File: src/rtl/rle_block_decoder_if.sv
// Symbol-in / block-out bundle between the Huffman symbol decoder and the block decoder.
// Latency: none, this is wiring only.
// Backpressure: sym_valid/sym_ready on the symbol side, blk_valid/blk_ready on the block side.
interface rle_block_decoder_if #(
    parameter int DATA_WIDTH = 10,
    parameter int DEPTH      = 64
);
    // decoded symbol stream
    logic                          sym_valid;
    logic                          sym_ready;
    logic                          sym_is_dc;
    logic [1:0]                    sym_comp;
    logic [3:0]                    sym_run;
    logic [3:0]                    sym_size;
    logic [10:0]                   sym_bits;
    logic                          pred_clear;

    // rebuilt coefficient block, coef k at [DATA_WIDTH*k +: DATA_WIDTH]
    logic                          blk_valid;
    logic                          blk_ready;
    logic [DATA_WIDTH*DEPTH-1:0]   blk_coeffs;
    logic [1:0]                    blk_comp;
    logic                          err_pulse;

    // symbol producer / block consumer side
    modport master (
        output sym_valid, sym_is_dc, sym_comp, sym_run, sym_size, sym_bits, pred_clear, blk_ready,
        input  sym_ready, blk_valid, blk_coeffs, blk_comp, err_pulse
    );

    // decoder side
    modport slave (
        input  sym_valid, sym_is_dc, sym_comp, sym_run, sym_size, sym_bits, pred_clear, blk_ready,
        output sym_ready, blk_valid, blk_coeffs, blk_comp, err_pulse
    );
endinterface

File: src/rtl/rle_block_decoder.sv
// Rebuilds one zigzag-ordered block of signed coefficients from (run,size,bits) symbols with DC prediction.
// Latency: blk_valid rises the cycle after the terminating symbol (EOB, last write/ZRL, or overrun) is accepted.
// Backpressure: sym_ready drops while a finished block waits for blk_ready; one bubble cycle between blocks.
module rle_block_decoder #(
    parameter int DATA_WIDTH = 10,
    parameter int DEPTH      = 64,
    parameter int NUM_COMP   = 3
) (
    input  logic              clock,
    input  logic              reset,
    rle_block_decoder_if.slave bus
);
    // idx runs 0..DEPTH inclusive, so it needs one value more than an address
    localparam int IW = $clog2(DEPTH + 1);
    // target arithmetic (idx + run, idx + 16) can exceed DEPTH before the range check
    localparam int TW = IW + 1;
    localparam int AW = $clog2(DEPTH);
    // predictor (DATA_WIDTH) + 13-bit amplitude never overflows 14 bits
    localparam int SW = 14;

    localparam logic [TW-1:0]        DEPTH_T  = TW'(DEPTH);
    localparam logic [TW-1:0]        ZRL_STEP = TW'(16);
    localparam logic signed [SW-1:0] COEF_MAX = SW'((1 <<< (DATA_WIDTH - 1)) - 1);
    localparam logic signed [SW-1:0] COEF_MIN = -COEF_MAX - 14'sd1;

    typedef enum logic [1:0] {
        S_DC  = 2'd0,
        S_AC  = 2'd1,
        S_OUT = 2'd2
    } state_t;

    state_t                                 state_q, state_d;
    logic [IW-1:0]                          idx_q, idx_d;
    logic [DEPTH-1:0][DATA_WIDTH-1:0]       coef_q, coef_d;
    logic [NUM_COMP-1:0][DATA_WIDTH-1:0]    pred_q, pred_d;
    logic [1:0]                             comp_q, comp_d;
    logic                                   blk_valid_q, blk_valid_d;
    logic                                   sym_ready_q, sym_ready_d;
    logic                                   err_q, err_d;

    logic                                   accept;
    logic signed [12:0]                     amp;
    logic [DATA_WIDTH-1:0]                  pred_base;
    logic [DATA_WIDTH-1:0]                  dc_val;
    logic [TW-1:0]                          tgt;
    logic [TW-1:0]                          nxt;
    logic [TW-1:0]                          zrl;

    // JPEG-style amplitude: leading bit 1 means positive, else value is bits - (2^size - 1)
    function automatic logic signed [12:0] amp_decode(input logic [3:0] size, input logic [10:0] bits);
        logic [15:0] mask;
        logic [15:0] val;
        mask = (16'd1 << size) - 16'd1;
        val  = {5'd0, bits} & mask;
        if (size == 4'd0) begin
            amp_decode = '0;
        end else if (val[size - 4'd1]) begin
            amp_decode = val[12:0];
        end else begin
            amp_decode = 13'(val - mask);
        end
    endfunction

    // clamp a wide signed value into the coefficient range
    function automatic logic [DATA_WIDTH-1:0] sat(input logic signed [SW-1:0] v);
        if (v > COEF_MAX) begin
            sat = COEF_MAX[DATA_WIDTH-1:0];
        end else if (v < COEF_MIN) begin
            sat = COEF_MIN[DATA_WIDTH-1:0];
        end else begin
            sat = v[DATA_WIDTH-1:0];
        end
    endfunction

    assign accept = bus.sym_valid & sym_ready_q;
    assign amp    = amp_decode(bus.sym_size, bus.sym_bits);

    // next-state: symbol interpretation, coefficient/predictor updates, error detection
    always_comb begin
        state_d   = state_q;
        idx_d     = idx_q;
        coef_d    = coef_q;
        pred_d    = pred_q;
        comp_d    = comp_q;
        err_d     = 1'b0;
        pred_base = '0;
        dc_val    = '0;
        tgt       = TW'(idx_q) + TW'(bus.sym_run);
        nxt       = tgt + TW'(1);
        zrl       = TW'(idx_q) + ZRL_STEP;

        // a restart clears every predictor; a coincident DC below sees zero and overwrites its own
        if (bus.pred_clear) begin
            pred_d = '0;
        end

        case (state_q)
            S_DC: begin
                if (accept) begin
                    // DC size above 11 cannot be produced by a legal stream, so it is treated like a bad id
                    if (!bus.sym_is_dc || int'(bus.sym_comp) >= NUM_COMP || bus.sym_size > 4'd11) begin
                        err_d = 1'b1;
                    end else begin
                        pred_base              = bus.pred_clear ? '0 : pred_q[bus.sym_comp];
                        dc_val                 = sat(SW'(signed'(pred_base)) + SW'(amp));
                        coef_d                 = '0;
                        coef_d[0]              = dc_val;
                        pred_d[bus.sym_comp]   = dc_val;
                        comp_d                 = bus.sym_comp;
                        idx_d                  = IW'(1);
                        state_d                = S_AC;
                    end
                end
            end

            S_AC: begin
                if (accept) begin
                    if (bus.sym_is_dc || bus.sym_size > 4'd10) begin
                        err_d = 1'b1;
                    end else if (bus.sym_size == 4'd0) begin
                        if (bus.sym_run == 4'd0) begin
                            // EOB: rest of the block is already zero
                            state_d = S_OUT;
                        end else if (bus.sym_run == 4'd15) begin
                            // ZRL: sixteen zeros, must not run past the block end
                            if (zrl > DEPTH_T) begin
                                err_d   = 1'b1;
                                state_d = S_OUT;
                            end else begin
                                idx_d = zrl[IW-1:0];
                                if (zrl == DEPTH_T) begin
                                    state_d = S_OUT;
                                end
                            end
                        end else begin
                            err_d = 1'b1;
                        end
                    end else begin
                        // run zeros then one nonzero coefficient; overrun closes the block as-is
                        if (tgt >= DEPTH_T) begin
                            err_d   = 1'b1;
                            state_d = S_OUT;
                        end else begin
                            coef_d[tgt[AW-1:0]] = sat(SW'(amp));
                            idx_d               = nxt[IW-1:0];
                            if (nxt == DEPTH_T) begin
                                state_d = S_OUT;
                            end
                        end
                    end
                end
            end

            S_OUT: begin
                if (bus.blk_ready) begin
                    state_d = S_DC;
                end
            end

            default: begin
                state_d = S_DC;
            end
        endcase

        blk_valid_d = (state_d == S_OUT);
        sym_ready_d = (state_d != S_OUT);
    end

    // all state and outputs registered; reset discards any partial block
    always_ff @(posedge clock) begin
        if (reset) begin
            state_q     <= S_DC;
            idx_q       <= '0;
            coef_q      <= '0;
            pred_q      <= '0;
            comp_q      <= '0;
            blk_valid_q <= 1'b0;
            sym_ready_q <= 1'b1;
            err_q       <= 1'b0;
        end else begin
            state_q     <= state_d;
            idx_q       <= idx_d;
            coef_q      <= coef_d;
            pred_q      <= pred_d;
            comp_q      <= comp_d;
            blk_valid_q <= blk_valid_d;
            sym_ready_q <= sym_ready_d;
            err_q       <= err_d;
        end
    end

    assign bus.sym_ready  = sym_ready_q;
    assign bus.blk_valid  = blk_valid_q;
    assign bus.blk_coeffs = coef_q;
    assign bus.blk_comp   = comp_q;
    assign bus.err_pulse  = err_q;
endmodule
File: src/flat_wrapper.sv
// flat-port wrapper written by rule: the top's interface ports become plain ports
module rle_block_decoder_flat 
#(
    parameter int DATA_WIDTH = 10,
    parameter int DEPTH      = 64,
    parameter int NUM_COMP   = 3
)
  (clock, reset, bus_sym_valid, bus_sym_is_dc, bus_sym_comp, bus_sym_run, bus_sym_size, bus_sym_bits, bus_pred_clear, bus_blk_ready, bus_sym_ready, bus_blk_valid, bus_blk_coeffs, bus_blk_comp, bus_err_pulse);
  rle_block_decoder_if #(.DATA_WIDTH(DATA_WIDTH), .DEPTH(DEPTH)) bus_i ();
  input  logic clock;
  input  logic reset;
  input wire logic [$bits(bus_i.sym_valid)-1:0] bus_sym_valid;
  input wire logic [$bits(bus_i.sym_is_dc)-1:0] bus_sym_is_dc;
  input wire logic [$bits(bus_i.sym_comp)-1:0] bus_sym_comp;
  input wire logic [$bits(bus_i.sym_run)-1:0] bus_sym_run;
  input wire logic [$bits(bus_i.sym_size)-1:0] bus_sym_size;
  input wire logic [$bits(bus_i.sym_bits)-1:0] bus_sym_bits;
  input wire logic [$bits(bus_i.pred_clear)-1:0] bus_pred_clear;
  input wire logic [$bits(bus_i.blk_ready)-1:0] bus_blk_ready;
  output wire logic [$bits(bus_i.sym_ready)-1:0] bus_sym_ready;
  output wire logic [$bits(bus_i.blk_valid)-1:0] bus_blk_valid;
  output wire logic [$bits(bus_i.blk_coeffs)-1:0] bus_blk_coeffs;
  output wire logic [$bits(bus_i.blk_comp)-1:0] bus_blk_comp;
  output wire logic [$bits(bus_i.err_pulse)-1:0] bus_err_pulse;
  assign bus_i.sym_valid = bus_sym_valid;
  assign bus_i.sym_is_dc = bus_sym_is_dc;
  assign bus_i.sym_comp = bus_sym_comp;
  assign bus_i.sym_run = bus_sym_run;
  assign bus_i.sym_size = bus_sym_size;
  assign bus_i.sym_bits = bus_sym_bits;
  assign bus_i.pred_clear = bus_pred_clear;
  assign bus_i.blk_ready = bus_blk_ready;
  assign bus_sym_ready = bus_i.sym_ready;
  assign bus_blk_valid = bus_i.blk_valid;
  assign bus_blk_coeffs = bus_i.blk_coeffs;
  assign bus_blk_comp = bus_i.blk_comp;
  assign bus_err_pulse = bus_i.err_pulse;
  rle_block_decoder #(.DATA_WIDTH(DATA_WIDTH), .DEPTH(DEPTH), .NUM_COMP(NUM_COMP)) u_core (.clock(clock), .reset(reset), .bus(bus_i));
endmodule
File: config.mk
export PLATFORM = sky130hd
export DESIGN_NAME = rle_block_decoder_flat
export DESIGN_NICKNAME = d
export VERILOG_FILES = /design/src/rtl/rle_block_decoder_if.sv /design/src/rtl/rle_block_decoder.sv /design/src/flat_wrapper.sv
export SDC_FILE = /design/constraint.sdc
export NUM_CORES = 1
export LEC_CHECK = 0
export CORE_AREA = 2 2 263 265
export DETAILED_ROUTE_END_ITERATION = 8
export DIE_AREA = 0 0 265 267
export GPL_ROUTABILITY_DRIVEN = 1
export MAX_ROUTING_LAYER = met4
export PLACE_DENSITY = 0.74
export SYNTH_ARGS = -nofsm -noshare
export SYNTH_HDL_FRONTEND = slang
export SYNTH_SLANG_ARGS = --single-unit
File: constraint.sdc
create_clock -name clock -period 6.91 [get_ports clock]
set_input_delay 1.382 -clock clock [delete_from_list [all_inputs] [get_ports clock]]
set_output_delay 1.382 -clock clock [all_outputs]
set_load 0.005 [all_outputs]
# Yosys cells after proc, flatten, opt, wreduce, memory -nomap -nowiden
# Cells that the tools add are included.
[word_totals] register_bits=684 in_bits=27
[classes] add_sub_neg=7 order_cmp=14 eq_ne=17 shift=1 muxes=69 bitwise=3 n_reduce_logical=13
[ops] cell="$mux W640" n=6
[ops] cell="$pmux W640 S2" n=1
[ops] cell="$bwmux W640" n=1
[ops] cell="$mux W10" n=16
[ops] cell="$mux W30" n=4
[ops] cell="$mux W7" n=9
[ops] cell="$demux W10 S6" n=1
[ops] cell="$bwmux W30" n=1
[ops] cell="$mux W13" n=2
[ops] cell="$mux W2" n=12
[ops] cell="$bmux W10 S2" n=1
[ops] cell="$demux W10 S2" n=1
[ops] cell="$and A11 B16 Y16" n=1
[ops] cell="$eq A8 B7 Y1 const B" n=2
[ops] cell="$shl A1 B4 Y16 const A" n=1
[ops] cell="$sub A16 B1 Y16 const B" n=1
[ops] cell="$add A10 B13 Y14" n=1
[ops] cell="$gt A14 B10 Y1 const B" n=1
[ops] cell="$lt A14 B10 Y1 const B" n=1
[ops] cell="$pmux W7 S2" n=1
[ops] cell="$gt A13 B10 Y1 const B" n=1
[ops] cell="$lt A13 B10 Y1 const B" n=1
[ops] cell="$sub A13 B13 Y13" n=1
[ops] cell="$mux W1" n=10
[ops] cell="other kinds (34)" n=47

# Logic depth before layout (Yosys ltp)
[depth] word_depth=21 depth_mapped=32 ltp_nobuf=27

# Worst setup path after synthesis
# OpenSTA, ideal clock, no wires.
[synth_path] path_kind="input-to-reg" startpoint="in bus_sym_size[0]" endpoint="reg u_core.coef_q (netlist bit u_core.bus.blk_coeffs[2])" setup_ps=86 arrival_ps=7259 required_time_ps=6824 slack_ps=-435 path_stages=32 n_path_buf=5 cell_sequence="buf_2 -> inv_1 -> ha_1 -> nor3b_4 -> inv_1 -> clkbuf_1 -> ha_1 -> buf_1 -> and2_1 -> mux2_2 -> o2111ai_1 -> a21oi_1 -> a211oi_2 -> clkbuf_1 -> nand2_1 -> xor2_1 -> nor2_1 -> a21oi_1 -> nor2_1 -> ha_1 -> o21a_1 -> nor2_1 -> nor2_1 -> a21oi_1 -> a21oi_1 -> a22oi_1 -> o21bai_2 -> xnor2_1 -> o41ai_2 -> buf_4 -> a32oi_1 -> a211oi_1"
[synth_between] elab_chain_len=21 elab_cells_between_ends=43 cone_classes="4 x add/sub; 6 x order compare; 3 x eq/ne; 1 x shift; 24 x mux; 1 x bitwise; 4 x reduce/logical"
[synth_rtl] element="start: declaration" line_no="flat_wrapper.sv:16" source="input wire logic [$bits(bus_i.sym_size)-1:0] bus_sym_size;"
[synth_rtl] element="parallel branches: the longest is 21 deep, another holds $sub A16 B1 Y16"
[synth_rtl] element="end signal: assignment" line_no="rle_block_decoder.sv:183" source="coef_q <= coef_d;"
[synth_rtl] element="end: declaration" line_no="rle_block_decoder.sv:34" source="logic [DEPTH-1:0][DATA_WIDTH-1:0] coef_q, coef_d;"
# Several ways; the timed one is not identified. The select of a mux whose other input is x is not followed.
# A chain may end at the register's enable or synchronous reset.

# Final worst setup path
[layout_path] startpoint="in bus_sym_size[0]" endpoint="reg u_core.pred_q[16] (netlist bit)"
[layout_between] elab_chain_len=18 elab_cells_between_ends=24 cone_classes="4 x add/sub; 3 x order compare; 1 x shift; 13 x mux; 1 x bitwise; 2 x reduce/logical"
[layout_rtl] element="parallel branches: the longest is 15 deep, another holds $sub A16 B1 Y16"
[layout_rtl] element="$mux W30 *" line_no="rle_block_decoder.sv:101" source="if (!bus.sym_is_dc || int'(bus.sym_comp) >= NUM_COMP || bus.sym_size > 4'd11) begin"
[layout_rtl] element="$mux W30 *" line_no="rle_block_decoder.sv:99" source="if (accept) begin"
[layout_rtl] element="$mux W30 *" line_no="rle_block_decoder.sv:97" source="case (state_q)"
[layout_rtl] element="end signal: assignment" line_no="rle_block_decoder.sv:184" source="pred_q <= pred_d;"
[layout_rtl] element="end: declaration" line_no="rle_block_decoder.sv:35" source="logic [NUM_COMP-1:0][DATA_WIDTH-1:0] pred_q, pred_d;"
# Every way passes the cells marked *. The select of a mux whose other input is x is not followed.

==> results.sh <==
export IMPL_status="finished clean"
export IMPL_ys_async_sr_fraction_pct=0
export IMPL_path_max_fanout=10
export IMPL_fp_coreArea_mm2=0.06799
export IMPL_synthSimpleGateAreaFrac_pct=16.52
export IMPL_synth_mux_area_share_pct=0.6910
export IMPL_cts_sinks=684
export IMPL_power_leakage_nw=12.84
export IMPL_grt_ovfl_total=0
export IMPL_path_clk_slew_ps=60
export IMPL_dpl_cell_area_mm2=0.03439
export IMPL_grt_pass1_wl_um=157100
export IMPL_ys_ff_latch=684
export IMPL_first_iter_violations=3073
export IMPL_avgSynthCellArea_um2=8.949
export IMPL_maxCapViolCount=0
export IMPL_cts_root_buf="clkbuf_16"
export IMPL_syn_nets=2989
export IMPL_crit_type="input pin to flip-flop"
export IMPL_hold_viol=0
export IMPL_yosys_top_cells_area="dfxtp_1, a22oi_1, nor2_1"
export IMPL_final_setup_skew_ps=27.82
export IMPL_seq_area_mm2=0.01369
export IMPL_cts_inserted_buffers=73
export IMPL_min_path_type="flip-flop to flip-flop"
export IMPL_maxSlewViolCount=0
export IMPL_dieArea_mm2=0.07076
export IMPL_grt_antenna_before_repair=2
export IMPL_cp_end_kind="flip-flop"
export IMPL_ir_drop_uv=203.6
export IMPL_clk_latency_ps=640
export IMPL_wire_per_inst_um=23.76
export IMPL_setup_violations=0
export IMPL_fp_dieW_um=265
export IMPL_synthDominantCellAreaShare_pct=52.15
export IMPL_via_per_inst=5.786
export IMPL_rsz0062_at_grt="no"
export IMPL_hpwl_um=70840
export IMPL_ys_types=78
export IMPL_synth_warnings=0
export IMPL_yosysMostFrequentCell="nor2_1"
export IMPL_start_util_pct=38.62
export IMPL_die_height_um=267
export IMPL_syn_cell_area_mm2=0.02626
export IMPL_synth_compound_area_share_pct=24.70
export IMPL_period_share_pct=94.79
export IMPL_critPathRequiredTime_ps=7400
export IMPL_cts_tree="done"
export IMPL_area_growth_syn_to_layout_pct=40.46
export IMPL_fin_total_pwr_mw=9.408
export IMPL_synth_top_family_by_area="compound AO/OA/AOI/OAI gates"
export IMPL_fill_cells=6070
export IMPL_ios=672
export IMPL_numPortBuffers=671
export IMPL_start_kind="input pin"
export IMPL_drtAntennaViolNets=0
export IMPL_worst_slew_pin_slew_ps=1228
export IMPL_seq_area_frac_synth_pct=52.15
export IMPL_multi_input_area_mm2=0.01177
export IMPL_slew_headroom_pct=17.63
export IMPL_synth_edff_count=0
export IMPL_ys_flop_type="dfxtp_1"
export IMPL_num_nets_final=3645
export IMPL_grt_max_degree=232
export IMPL_hold_ws_ps=456.7
export IMPL_final_area_mm2=0.03688
export IMPL_synth_adder_area_share_pct=1.391
export IMPL_grt_pass1_vias=24427
export IMPL_period_needed_ps=6550
export IMPL_grtUsageTotal_pct=29.78
export IMPL_drc=0
export IMPL_routed_via_count=26192
export IMPL_cts_max_level=3
export IMPL_synth_xor_area_share_pct=1.034
export IMPL_holdBufCountCts=0
export IMPL_gp_congestion=0.9428
export IMPL_power_density_mw_per_mm2=255.1
export IMPL_clk_path_buf_depth=3
export IMPL_n_antenna_cell=0
export IMPL_wl_um=107600
export IMPL_fmax_ghz=0.1527
export IMPL_yosys_area_top_type="dfxtp_1"
export IMPL_drt_pass1_iterations=6
export IMPL_synthCells=2934
export IMPL_layout_drive_gt1_share_pct=7.682
export IMPL_synth_common_cells="nor2_1, dfxtp_1, a22oi_1"
export IMPL_cp_arrival_ps=7040
export IMPL_std_cell_rows=96
through the flow:
stage | util, % | cells | setup TNS [ps] | setup slack (ps)
global placement | 50.59 | 4397 | -4864 | -172.0
floorplan | - | 2934 | 0 | 39.59
global route | 54.25 | 4527 | 0 | 19.82
detailed placement | 50.59 | 4397 | -5109 | -179.0
CTS | 54.22 | 4527 | 0 | 438.1
finish | 54.25 | 4527 | 0 | 360.2
cell usage in the layout, fill, tap and decap left out, types with 5 or more instances in the layout:
cell type	instances
ha_1	24
a31oi_1	16
xor2_1	9
nand2b_1	12
buf_4	101
o21ai_0	108
inv_1	14
nor2b_1	20
o21a_1	6
or2_2	8
or3_1	12
clkbuf_1	20
mux2i_1	17
clkbuf_16	73
buf_12	15
o31ai_4	5
bufinv_16	5
o211ai_1	5
a32oi_1	46
a22oi_1	597
clkinv_2	5
nor4_1	5
o21ai_1	6
clkdlybuf4s50_1	670
nor3_1	20
a21oi_1	41
nor2_1	788
dfxtp_1	684
nand2_1	131
xnor2_1	21
nand3_1	19
a21o_1	5
clkbuf_8	18
a211oi_1	11
nand4_1	5
flip-flops by register name (all words and copies together), names as in the netlist:
register	count
u_core.pred_q	30
u_core.bus.sym_ready	1
u_core.bus.blk_comp	2
u_core.bus.err_pulse	1
u_core.bus.blk_coeffs	640
u_core.state_q	2
u_core.idx_q	7
u_core.bus.blk_valid	1
where the power goes:
part	switching (mW)	internal, mW	total, mW	leakage, nW
Sequential	0.0104	3.95	3.96	5.51
Clock	1.70	2.36	4.06	1.20
Combinational	1.04	0.337	1.38	6.13
Total	2.76	6.65	9.41	12.8
layer usage:
metal  vias to the layer above  part of all wire (%)  global-route usage [%]
met3                       269                   9.0                   7.353
met2                      1287                    46                   45.94
li1                      11872                     -                       -
met5                         -                     0                       -
met4                         0                   4.7                   14.00
met1                     12764                    41                   36.66
critical path, cell delays in order:
cell and delay [ps]:
clkdlybuf4s50_1 500, inv_2 50, buf_4 140, ha_1 310, buf_4 190, or4_1 550
o211ai_1 170, a31oi_1 150, a41oi_2 320, a211o_1 240, nor2_1 80, a2111oi_2 330
buf_4 170, ha_1 230, nor2b_1 150, o2111ai_1 250, nand4_1 190, a21oi_1 230
a21oi_1 100, a22oi_1 180, o21bai_2 80, xnor2_1 270, a31oi_1 150, buf_4 160
buf_4 160, nor2_1 190, o21ai_0 110
final cells by class:
class | count | area share [%]
Clock buffer | 111 | 5.828
Clock inverter | 19 | 0.8617
Inverter | 17 | 0.1730
Multi-Input combinational cell | 2027 | 31.92
Sequential cell | 684 | 37.13
Tap cell | 882 | 2.992
Timing Repair Buffer | 787 | 21.10
logic make-up (layout without fill, tap and decap cells):
| kind of cell | Yosys count | count (layout) |
|---|---|---|
| mux | 18 | 18 |
| fa+ha+maj | 28 | 28 |
| buf+inv | 223 | 934 |
| xor+xnor | 31 | 31 |
| compound gates | 894 | 894 |
| simple gates | 1056 | 1056 |
| flops | 684 | 684 |
timing repair:
| action | 4_1_cts | 5_1_grt |
|---|---|---|
| endpoints found under the setup margin | 0 | 35 |
| gates resized for setup | 0 | 4 |
| hold endpoints to repair | 0 | 0 |
| buffers inserted | 0 | 0 |
final timing paths:
check	start	to	cells past startpoint	slack [ps]
hold / removal	u_core.pred_q[18]	u_core.pred_q[18]	2	460
hold reg to reg	u_core.pred_q[18]	u_core.pred_q[18]	2	460
setup reg to reg	u_core.idx_q[0]	u_core.bus.blk_coeffs[146]	11	2530
setup / recovery	bus_sym_size[0]	u_core.pred_q[16]	27	360
Power figures use the tool's default switching activity.
